File: src/rtl/arbitrate.sv
// Round-robin stream arbiter: merges N stb/ack sources into one registered sink port,
// letting a source keep the grant for up to L consecutive beats while it keeps requesting.
module arbitrate #(
    parameter int unsigned W = 8,
    parameter int unsigned N = 4,
    parameter int unsigned L = 1
) (
    input  logic                      clk,
    input  logic                      rst,
    input  logic [N-1:0]              s_stb,
    input  logic [N-1:0][W-1:0]       s_dat,
    output logic [N-1:0]              s_ack,
    output logic                      m_stb,
    output logic [W-1:0]              m_dat,
    input  logic                      m_ack,
    output logic [$clog2(N)-1:0]      m_sel
);

    localparam int unsigned SW = $clog2(N);
    localparam int unsigned CW = $clog2(L) + 1;

    logic          m_stb_q, m_stb_d;
    logic [W-1:0]  m_dat_q, m_dat_d;
    logic [SW-1:0] m_sel_q, m_sel_d;
    logic [SW-1:0] last_q, last_d;
    logic [CW-1:0] cnt_q, cnt_d;

    logic          take;
    logic          locked;
    logic          accept;
    logic          gnt_valid;
    logic [SW-1:0] gnt_idx;
    logic [SW-1:0] start;
    int unsigned   idx;

    assign take   = ~m_stb_q | m_ack;
    assign accept = take & gnt_valid & ~rst;

    // Stay on the locked source while it still requests, otherwise rotate past it.
    always_comb begin
        locked = (cnt_q != '0) && s_stb[last_q];
        if (locked) begin
            start = last_q;
        end else if (last_q == SW'(N - 1)) begin
            start = '0;
        end else begin
            start = last_q + SW'(1);
        end
    end

    // First requester at or after start, wrapping modulo N.
    always_comb begin
        gnt_valid = 1'b0;
        gnt_idx   = '0;
        idx       = 0;
        for (int unsigned k = 0; k < N; k++) begin
            idx = (32'(start) + k) % N;
            if (!gnt_valid && s_stb[SW'(idx)]) begin
                gnt_valid = 1'b1;
                gnt_idx   = SW'(idx);
            end
        end
    end

    always_comb begin
        s_ack = '0;
        if (accept) begin
            s_ack[gnt_idx] = 1'b1;
        end
    end

    always_comb begin
        m_stb_d = m_stb_q;
        m_dat_d = m_dat_q;
        m_sel_d = m_sel_q;
        last_d  = last_q;
        cnt_d   = cnt_q;
        if (take) begin
            m_stb_d = gnt_valid;
            if (gnt_valid) begin
                m_dat_d = s_dat[gnt_idx];
                m_sel_d = gnt_idx;
                last_d  = gnt_idx;
                if (gnt_idx == last_q && cnt_q != '0) begin
                    cnt_d = (32'(cnt_q) + 32'd1 == L) ? '0 : cnt_q + CW'(1);
                end else begin
                    cnt_d = (L == 1) ? '0 : CW'(1);
                end
            end
        end
    end

    always_ff @(posedge clk) begin
        if (rst) begin
            m_stb_q <= 1'b0;
            m_dat_q <= '0;
            m_sel_q <= '0;
            last_q  <= SW'(N - 1);
            cnt_q   <= '0;
        end else begin
            m_stb_q <= m_stb_d;
            m_dat_q <= m_dat_d;
            m_sel_q <= m_sel_d;
            last_q  <= last_d;
            cnt_q   <= cnt_d;
        end
    end

    assign m_stb = m_stb_q;
    assign m_dat = m_dat_q;
    assign m_sel = m_sel_q;

endmodule

File: config.mk
export PLATFORM = sky130hd
export DESIGN_NAME = arbitrate
export DESIGN_NICKNAME = d
export VERILOG_FILES = /design/src/rtl/arbitrate.sv
export SDC_FILE = /design/constraint.sdc
export NUM_CORES = 1
export LEC_CHECK = 0
export CAP_MARGIN = 5
export CORE_MARGIN = 2
export CORE_UTILIZATION = 42
export CTS_CLUSTER_SIZE = 40
export DETAILED_ROUTE_END_ITERATION = 10
export GPL_TIMING_DRIVEN = 0
export PLACE_DENSITY = 0.85
export SLEW_MARGIN = 10
export SYNTH_ARGS = -nofsm -noshare
export SYNTH_HDL_FRONTEND = slang
export SYNTH_SLANG_ARGS = --single-unit
File: constraint.sdc
create_clock -name clk -period 6.75 [get_ports clk]
set_input_delay 2.025 -clock clk [delete_from_list [all_inputs] [get_ports clk]]
set_output_delay 2.025 -clock clk [all_outputs]
set_load 0.02 [all_outputs]
Word-level counts from Yosys, hierarchy flattened
Cells that the tools add are included.
Storage, ports and cells
  bits in registers: 14
  latch bits: 0
  memory bits (writable): 0
  memory bits (read-only): 0
  input bits: 39
  output and inout port bits: 15
  logic and storage cells: 63
  memories: 0
Operators by class
  add/sub/neg operators: 6
  multiply operators: 0
  divide/modulo/power cells: 0
  magnitude comparators: 7
  equality and inequality tests: 3
  shift operators: 0
  muxes and demuxes: 27
  bitwise gates (word level): 5
  reductions and logical operators: 10
Operator list (number)
  2-bit by 3-bit < comparator with 1-bit output, second input constant: 6
  8-bit binary-select mux with 2-bit select: 1
  1-bit 2-to-1 mux: 12
  2-bit 2-to-1 mux: 6
  1-bit binary-select mux with 2-bit select: 5
  8-bit 2-to-1 mux: 1
  1-bit logical AND: 6
  2-bit by 1-bit adder with 2-bit output, second input constant: 2
  2-bit adder, second input constant: 2
  4-bit 2-to-1 mux: 1
  1-bit zero test: 3
  1-bit by 1-bit adder with 2-bit output, second input constant: 1
  1-bit bitwise AND: 2
  1-bit demux with 2-bit select: 1
  2-bit by 1-bit == test with 1-bit output, second input constant: 1
  2-bit == test: 1
  2-bit == test, second input constant: 1
  2-bit by 1-bit >= comparator with 1-bit output, second input constant: 1
  1-bit inverter: 2
  2-bit AND reduction: 1
  1-bit adder, second input constant: 1
  1-bit bitwise OR: 1

Depth between registers and ports, before layout
Gate-level depths: netlist of run 1.
  depth after elaboration: 21
  depth in mapped cells: 8
  mapped depth without buffers: 6

Worst setup path before layout of run 1
No wires, ideal clock.
  kind: input-to-output
  start: input s_stb[3]
  end: output s_ack[1]
  data arrival time: 3345 ps
  required time: 4725 ps
  path slack: 1380 ps
  stages: 6
  path buffers: 2
  cell sequence: o31ai_1 a2bb2oi_2 and2_4 buf_8 buf_6 nor3_1
Between the ends
  cells in the longest elaborated chain, start to end: 21
  elaborated cells between the ends (all ways): 37
  classes of those cells: add/sub: 3; order compare: 2; mux: 22; bitwise: 2; reduce/logical: 8
Ends and longest elaborated chain
  from (decl): line 10  | input logic [N-1:0] s_stb,
  parallel branches: the longest is 20 deep, another holds 2-bit by 1-bit adder with 2-bit output
  4-bit 2-to-1 mux (*): line 67  | if (accept) begin
  to (decl): line 12  | output logic [N-1:0] s_ack,
Mark *: on every way between the ends. The select of a mux whose other input is x is not followed.

Worst setup path in the final report of run 1
  start: input s_stb[3]
  end: output s_ack[2]
Same word-level chain as after synthesis.

==> summary.txt, run 1 <==
Synthesis
  • Synth area leader: dfxtp_1
  • Yosys cell types: 33
  • Syn Nets: 152
  • Main synth FF type: dfxtp_1
  • Cell with the most instances after synthesis: dfxtp_1
  • Share of the synthesized area in the top cell type: 25.2%
  • Post-synth ARST share: 0%
  • Cell Area, Synth: 1030 µm²
  • Yosys warns: 0
  • Synthesized instance count: 112
  • Post-synth top cells: dfxtp_1, nand2_1, a21o_1, mux2i_1
  • Yosys reg bits: 13
  • Post-Syn Area per Cell: 9.22 µm²
  • Top post-synthesis cells by area: dfxtp_1, mux2i_1, a221oi_2
  • Register area share after synthesis: 25.2%
  • Post-synth EDFFs: 0

Detailed routing
  • Post-route DRC violation count: 0
  • DRT iter0 DRCs: 36
  • Antenna viol nets, final: 0
  • Drt pass-1 iters: 4
  • Drt total wl: 3330 µm
  • Wire per inst: 16.9 µm
  • Vias per Instance: 6.09
  • Routed via count: 1199

Place
  • Dpl cell area: 1600 µm²
  • Dpl hpwl: 2490 µm
  • Routability-driven placement congestion ratio: 0.804
  • Port buffer count: 53
  • Post-placement cell count: 193

Finish
  • Fin area: 1620 µm²
  • Final Instance Count excl. Fillers: 197
  • Multi-input logic area: 703 µm²
  • Sequential Area: 260 µm²
  • Final #Nets: 210
  • Number of fill cells: 189
  • Diodes inserted: 0
  • Area growth, synth to finish: 57.3%
  • Fraction of layout cells with a size suffix above 1: 10.1%

GRT
  • Pin count of the biggest net entering global routing: 11
  • Initial antenna violation count: 0
  • Vias in the first global route: 1207
  • First-pass GRT wire length: 5490 µm
  • Remaining global-route overflow: 0
  • Gr usage total: 26.2%

Clocking
  • Bufs on Longest Clock Path: 2
  • H-tree depth: 1
  • CTS tree: built
  • Clk sink count: 13
  • Clk slew on worst S/H paths: 0.09 ns
  • CTS hold repair buffers: 0
  • Root Driver: clkbuf_4
  • Post-CTS resize count: 0
  • Clk_lat worst skew: 0.29 ns
  • Post-CTS Setup Inserts: 0
  • CTS buffer count: 3

Critical path
  • CP Class: input port to output pin
  • Crit path buffers/inverters: 4
  • Crit. End Element: output pin
  • CP Cell Sequence: clkdlybuf4s50_1 > o31ai_1 > a2bb2oi_2 > and2_4 > buf_8 > buf_6 > and3_1 > clkdlybuf4s50_1
  • Startpoint Class: input port
  • Slowest CP cell: clkdlybuf4s50_1
  • Critical path depth: 8
  • Worst-path maximum fanout: 10
  • CP arrival: 4.45 ns
  • CP required: 4.72 ns
  • R2R depth: 8
  • Max stage delay on crit path: 0.61 ns
  • Cell repeated most along the worst path: clkdlybuf4s50_1
  • Family with the most delay on the worst path: buffers and inverters

Die
  • Die Wd: 53.6 µm
  • Total core area: 2280 µm²
  • Io pins: 54
  • Row cnt: 17
  • Die ar.: 2870 µm²
  • Initial core utilization: 45.4%
  • Chip height: 53.6 µm

Pwr
  • Total chip power: 0.360 mW
  • Max IR drop VDD: 0.000188 V
  • Static Leakage: 0.582 nW
  • Power Dens Cells: 222 nW/µm²

Run
  • Max_cap viols: 0

Timing
  • Relative slew slack: 62.1%
  • Fmax: 0.154 GHz
  • RSZ-0062 raised after global routing: no
  • Worst-margin pin slew: 0.569 ns
  • Tcrit/Tclk final: 96.0%
  • Fin. max-slew vios: 0
  • Setup TNS: 0 ns
  • Finish-stage setup viols: 0
  • Period minus WS final: 6.48 ns
  • Clock skew: 0.00659 ns
  • Final Hold Vio Count: 0

Status
  • Outcome: complete, no violations

Hold path
  • Worst Hold Class: flip-flop to flip-flop
  • WHS Path Cells: 2
-- per-stage QoR --
step / utilization [%] / hold slack [ns] / setup WS, ns
after floorplan: - / 0.443 / 1.38
after global placement: 70.2 / 0.453 / 0.295
after detailed placement: 70.2 / 0.457 / 0.312
after CTS: 71.4 / 0.472 / 0.297
after global routing: 71.4 / 0.504 / 0.148
final: 71.4 / 0.475 / 0.273
-- flip-flops by register name, summed over array words and instances (netlist names) --
| register | cells |
|---|---|
| last_q | 2 |
| m_dat | 8 |
| m_sel | 2 |
| m_stb | 1 |
-- final timing paths --
kind,startpoint,end,slack (ns)
min,m_sel[0],m_sel[0],0.48
max,s_stb[3],s_ack[2],0.27
min reg2reg,m_sel[0],m_sel[0],0.48
max reg2reg,last_q[0],m_dat[6],4.44
-- layout make-up --
cell class / instances / area share, %
clock buffer: 4 / 1.62
sequential: 13 / 16.0
tap: 28 / 2.16
timing repair buffer: 53 / 32.7
buffer: 9 / 4.24
multi-input combinational: 90 / 43.3
-- cells by family after synthesis --
group           count (synthesis)  share of synthesized area (%)
compound gates                 52                           44.1
mux                             9                           8.73
fa+ha+maj                       1                           1.21
simple gates                   28                           14.1
flops                          13                           25.2
buf+inv                         9                           6.67
-- worst reg2reg max path, delay by kind of cell, from the launching register on --
family / cells / cell delay [ns]
adders and majority gates: 1 / 0.43
buffers and inverters: 2 / 0.28
and+or+nand+nor: 1 / 0.23
muxes: 1 / 0.23
AOI/OAI and AO/OA: 3 / 0.64
DFF: 1 / 0.36
-- report_power, final --
group | leakage [nW] | internal, mW | switching, mW
Sequential | 0.108 | 0.0904 | 0.0120
Clock | 0.0150 | 0.0230 | 0.0300
Combinational | 0.459 | 0.104 | 0.101
Total | 0.582 | 0.217 | 0.143
-- per-layer routing --
metal	up-vias	wire (µm)	track usage (%)
li1	568	-	-
met1	565	1380	31.5
met2	57	1640	45.9
met3	9	249	5.28
met4	0	61	9.83
met5	-	0	0
-- placed cells by master (no fill, tap or decap) --
cell and count:
o21ai_0 1, a221oi_1 3, o32ai_1 6, nand4bb_1 1
clkbuf_1 7, buf_12 1, buf_6 1, a221oi_2 5
nor3_1 2, a211oi_1 8, dfxtp_1 13, a2bb2oi_2 1
nor4_1 1, or2_2 1, mux2i_1 9, o21ai_1 1
nor2_1 3, o31ai_1 1, or3_1 1, and3_1 2
clkbuf_4 3, o211ai_1 1, a21boi_0 8, ha_1 1
a21oi_1 5, o41ai_2 1, buf_8 1, and2_4 1
or4_1 1, nand3b_1 1, clkdlybuf4s50_1 53, a21o_1 9
nand2_1 12, nand2b_1 2, o32ai_2 2
No activity file was read; power rests on OpenSTA's default activity.
==> run 2: changes to the inputs <==
--- a/config.mk
+++ b/config.mk
@@ -6,12 +6,13 @@
 export NUM_CORES = 1
 export LEC_CHECK = 0
 export CAP_MARGIN = 5
+export CORE_ASPECT_RATIO = 1.2
 export CORE_MARGIN = 2
-export CORE_UTILIZATION = 42
+export CORE_UTILIZATION = 40
 export CTS_CLUSTER_SIZE = 40
 export DETAILED_ROUTE_END_ITERATION = 10
 export GPL_TIMING_DRIVEN = 0
-export PLACE_DENSITY = 0.85
+export PLACE_DENSITY = 0.81
 export SLEW_MARGIN = 10
 export SYNTH_ARGS = -nofsm -noshare
 export SYNTH_HDL_FRONTEND = slang
==> summary.txt, run 2 (same netlist as run 1, synthesis figures left out) <==
Timing
  • Period minus WS final: 6.51 ns (was 6.48 ns)
  • WHS: 0.471 ns (was 0.475 ns)
  • Final Hold Vio Count: 0 (unchanged)
  • Relative slew slack: 59.8% (was 62.1%)
  • Clock skew: 0.00955 ns (was 0.00659 ns)
  • RSZ-0062 raised after global routing: no (unchanged)
  • Fmax: 0.154 GHz (about the same)
  • Worst-margin pin slew: 0.596 ns (was 0.569 ns)
  • Tcrit/Tclk final: 96.5% (was 96.0%)
  • Setup TNS: 0 ns (unchanged)
  • Fin. max-slew vios: 0 (unchanged)
  • Finish-stage setup viols: 0 (unchanged)

Status
  • Outcome: complete, no violations (unchanged)

Critical path
  • Slowest CP cell: o41ai_2 (was clkdlybuf4s50_1)
  • CP Class: input port to output pin (unchanged)
  • Family with the most delay on the worst path: buffers and inverters (unchanged)
  • Crit. End Element: output pin (unchanged)
  • CP arrival: 4.49 ns (was 4.45 ns)
  • Worst-path maximum fanout: 10 (unchanged)
  • CP required: 4.72 ns (about the same)
  • R2r endpoint: m_dat[5] (was m_dat[6])
  • Launch point of the worst reg-to-reg path: last_q[0] (unchanged)
  • Cell repeated most along the worst path: clkdlybuf4s50_1 (unchanged)
  • Crit path buffers/inverters: 3 (was 4)
  • R2R depth: 8 (unchanged)
  • R2r setup slk: 4.41 ns (was 4.44 ns)
  • Max stage delay on crit path: 0.65 ns (was 0.61 ns)
  • Startpoint Class: input port (unchanged)
  • CP Cell Sequence: clkdlybuf4s50_1 > o41ai_2 > clkbuf_1 > nor2_1 > and3_1 > clkdlybuf4s50_1 (was clkdlybuf4s50_1 > o31ai_1 > a2bb2oi_2 > and2_4 > buf_8 > buf_6 > and3_1 > clkdlybuf4s50_1)
  • Crit path from: s_stb[1] (was s_stb[3])

GRT
  • Top Usage Layer GRT: met2 (unchanged)
  • Routing usage on met3: 3.25% (was 5.28%)
  • Gr usage total: 23.3% (was 26.2%)
  • First-pass GRT wire length: 5410 µm (was 5490 µm)
  • Initial antenna violation count: 0 (unchanged)
  • Remaining global-route overflow: 0 (unchanged)
  • Vias in the first global route: 1191 (was 1207)
  • Grt met1 use: 28.5% (was 31.5%)
  • Met2 Use GR: 42.1% (was 45.9%)
  • Pin count of the biggest net entering global routing: 11 (unchanged)

Clocking
  • Clk_lat worst skew: 0.28 ns (was 0.29 ns)
  • Root Driver: clkbuf_4 (unchanged)
  • CTS buffer count: 3 (unchanged)
  • Clk slew on worst S/H paths: 0.08 ns (was 0.09 ns)
  • Post-CTS resize count: 0 (unchanged)
  • Clk sink count: 13 (unchanged)
  • Bufs on Longest Clock Path: 2 (unchanged)
  • H-tree depth: 1 (unchanged)
  • Post-CTS Setup Inserts: 0 (unchanged)
  • CTS tree: built (unchanged)
  • CTS hold repair buffers: 0 (unchanged)

Detailed routing
  • Drt total wl: 3370 µm (was 3330 µm)
  • Drt pass-1 iters: 4 (unchanged)
  • Vias per Instance: 5.99 (was 6.09)
  • Post-route DRC violation count: 0 (unchanged)
  • DRT iter0 DRCs: 44 (was 36)
  • Antenna viol nets, final: 0 (unchanged)
  • Routed via count: 1210 (was 1199)
  • Wire per inst: 16.7 µm (was 16.9 µm)

Place
  • Port buffer count: 53 (unchanged)
  • Dpl hpwl: 2470 µm (was 2490 µm)
  • Routability-driven placement congestion ratio: 0.796 (was 0.804)

Finish
  • Number of fill cells: 224 (was 189)
  • Diodes inserted: 0 (unchanged)
  • Fraction of layout cells with a size suffix above 1: 10.1% (unchanged)
  • Area growth, synth to finish: 57.9% (was 57.3%)
  • Most common cell after layout, fill and taps aside: clkdlybuf4s50_1 (unchanged)
  • Multi-input logic area: 703 µm² (unchanged)
  • Max FFs per register: 8 (unchanged)
  • Most frequent cells in the layout: clkdlybuf4s50_1, dfxtp_1, nand2_1 (unchanged)
  • Sequential Area: 260 µm² (unchanged)
  • Final #Nets: 210 (unchanged)

Run
  • Max_cap viols: 0 (unchanged)

Die
  • Total core area: 2500 µm² (was 2280 µm²)
  • Row cnt: 20 (was 17)
  • Io pins: 54 (unchanged)
  • Die ar.: 3000 µm² (was 2870 µm²)
  • Initial core utilization: 41.3% (was 45.4%)
  • Die Wd: 50.4 µm (was 53.6 µm)
  • Chip height: 59.7 µm (was 53.6 µm)

Pwr
  • Power Dens Cells: 219 nW/µm² (was 222 nW/µm²)
  • Total chip power: 0.357 mW (was 0.360 mW)
  • Max IR drop VDD: 0.000135 V (was 0.000188 V)
  • Static Leakage: 0.582 nW (unchanged)

Hold path
  • WHS Path Cells: 2 (unchanged)
  • Worst Hold Class: flip-flop to flip-flop (unchanged)
  • Hold wc startpoint: m_sel[0] (unchanged)
  • Worst Hold End: m_sel[0] (unchanged)
[run 2: cell counts in the layout (fill, tap and decap cells not counted)]
Identical to the previous run, type by type.
[run 2: worst max path at each step]
stage | to | slack, ns | cells after the start
after global placement | s_ack[2] | 0.28 | 6
final | s_ack[0] | 0.24 | 6
after floorplan | s_ack[1] | 1.38 | 6
after detailed placement | s_ack[0] | 0.28 | 6
after CTS | s_ack[0] | 0.27 | 6
after global routing | s_ack[3] | 0.13 | 6
[run 2: layout make-up]
class / instances / share of cell area, %
clock buffers: 4 / 1.61
repair buffers: 53 / 32.5
well taps: 33 / 2.53
plain buffers: 9 / 4.22
flip-flops and latches: 13 / 16.0
multi-input cells: 90 / 43.1
[run 2: worst min-delay path, cell delays in order (launching register included)]
cell and delay (ns):
dfxtp_1 0.32, nand2_1 0.05, a21oi_1 0.06
[run 2: power breakdown]
part | switching [mW] | internal, mW | total, mW
logic | 0.101 | 0.104 | 0.205
registers | 0.0120 | 0.0904 | 0.102
clock network | 0.0271 | 0.0229 | 0.0501
[run 2: routing by layer]
layer  share of wire [%]  up-vias  wire, µm
li1                    -      568         -
met1                  43      570      1460
met2                  49       60      1660
met3                 6.1       12       204
met4                 1.4        0        46
met5                   0        -         0
[run 2: stage by stage]
stage	instance area [µm²]	setup slack, ns	util [%]	std cells
6_report	1630	0.238	65.1	202
5_1_grt	1630	0.126	65.1	202
4_1_cts	1630	0.271	65.1	202
3_5_place_dp	1600	0.278	64.1	198
3_3_place_gp	1600	0.280	64.1	198
2_1_floorplan	1030	1.38	-	112
==> variant, RTL diff (config.mk and constraints of run 1) <==
Set the parameter `N` to 8 (it was 4).
--- a/src/rtl/arbitrate.sv
+++ b/src/rtl/arbitrate.sv
@@ -4,3 +4,3 @@
     parameter int unsigned W = 8,
-    parameter int unsigned N = 4,
+    parameter int unsigned N = 8,
     parameter int unsigned L = 1
Interface: changed (resized m_sel, s_ack, s_dat and s_stb); port bits go from 54 to 95. The function was not compared with the original's and may differ.
==> variant against run 1 <==
  * Final area grew 130%
  * Clock skew shrank 4.4 ps
  * Area after synthesis grew 130%
  * Setup slack lost 210 ps
  * Sequential cell count grew 2
  * Die area grew 110%
  * Final cell count grew 130%
  * Sequential share of layout area shrank 7.8 points
  * Wire length grew to 2.6 times the old value
  * Synthesized cell count grew 130%
  * Largest cell class unchanged
Power is not shown: default switching activity piles up to over one toggle a cycle in this logic, so the estimate is an artifact.
==> variant: results (changes against run 1) <==
| Metric | Value |
|---|---|
| WL/cell | 18.78 um (+11%) |
| Hold depth | 1 (-1) |
| Port Buffers | 93 (+75%) |
| 1st-iter DRT viols | 145 (+300%) |
| Synth Net Count | 342 (+130%) |
| Post-synthesis compound-gate area fraction | 0.2719 (-0.1693) |
| Clock Latency Late Sink | 240 ps (-50 ps) |
| Drt via density | 5.962 (-2.0%) |
| Met2 Use GR | 0.4414 (-0.01747) |
| GP Congestion | 0.8829 (+9.8%) |
| Vias in the first global route | 2505 (+110%) |
| Cells on worst reg2reg path | 18 (+10) |
| GR Util met3 | 0.03103 (-0.02174) |
| Area contributors post-synth | mux2i_1, dfxtp_1, a211oi_1, mux4_2, nor2_1 |
| Sequential cell area fraction in the yosys report | 0.1290 (-0.1232) |
| Outcome | finished, final reports clean |
| Reg clk slew, reported paths | 50 ps (-40 ps) |
| Slew Limit Headroom | 0.6242 (+0.003582) |
| Netlist cell types | 57 (+73%) |
| Prevailing post-synth register cell | dfxtp_1 |
| Total GRT Usage | 0.2544 (-0.007977) |
| Mux share of post-synthesis cell area | 0.3428 (+0.2556) |
| Layout cells sized above 1 | 0.2598 (+0.1593) |
| Post-detail-place hpwl | 6114 um (+150%) |
| Critical Path AT | 4660 ps (+210 ps) |
| Post-Synth Adder-Cell Area | 0.02149 (+0.009373) |
| Skew final | 2.180 ps (-4.410 ps) |
| Synth Area in XOR/XNOR | 0.01934 (+0.01934) |
| CTS root buffer | clkbuf_8 |
| Met1 usage | 0.3284 (+0.01326) |
## variant: changes by cell type in the layout (fill, tap and decap cells not counted), sizes merged, moves of 10 or more
cell           delta
a211oi           +21
buf              +36
clkdlybuf4s50    +24
inv              +16
mux2i            +49
nand2            +10
nor2             +20
## variant: metrics by stage
stage	cells	setup TNS, ps	instance area [um2]	setup WS (ps)	hold slack (ps)
floorplan	263	0	2328	313.3	439.8
global placement	428	-7055	3349	-943.7	457.6
detailed placement	428	-7483	3349	-990.4	466.7
CTS	444	0	3566	7.952	479.8
global route	453	-99.29	3659	-59.86	502.5
finish	453	0	3659	64.91	478.7
## variant: worst paths after layout
kind	startpoint	slack (ps)	to
worst max-delay path	s_stb[5]	60	s_ack[1]
worst min register to register	last_q[1]$_SDFFE_PP1P_	480	last_q[1]$_SDFFE_PP1P_
worst min-delay path	last_q[1]$_SDFFE_PP1P_	480	last_q[1]$_SDFFE_PP1P_
worst max register to register	last_q[0]$_SDFFE_PP1P_	2000	m_dat[1]$_SDFFE_PP0P_
## variant: timing repair
action	in CTS	in global routing
pin swaps	5	5
resized for setup	57	28
setup buffers	12	9
endpoints found under the setup margin	8	8
## variant: layout make-up
cell class,count,area [um2]
sequential,15,300.3
tap,72,90.09
fill,416,1780
clock buffer,4,45.04
multi-input combinational,214,1941
inverter,17,75.07
timing repair buffer,114,1051
buffer,17,156.4
## variant: routing by layer
layer  up-vias  routed length, um
met1      1323               3579
met2       105               4244
met3        24                460
met4         0                223
li1       1249                  -
met5         -                  0
## variant: worst max-delay path, cell delays in order
cell,delay [ps]
clkdlybuf4s15_2,260
mux2_2,310
mux4_2,500
o41ai_4,330
a211oi_4,140
a211oi_4,230
a21o_1,150
buf_8,110
buf_6,140
nand2_1,90
nor2_1,100
clkdlybuf4s15_2,260
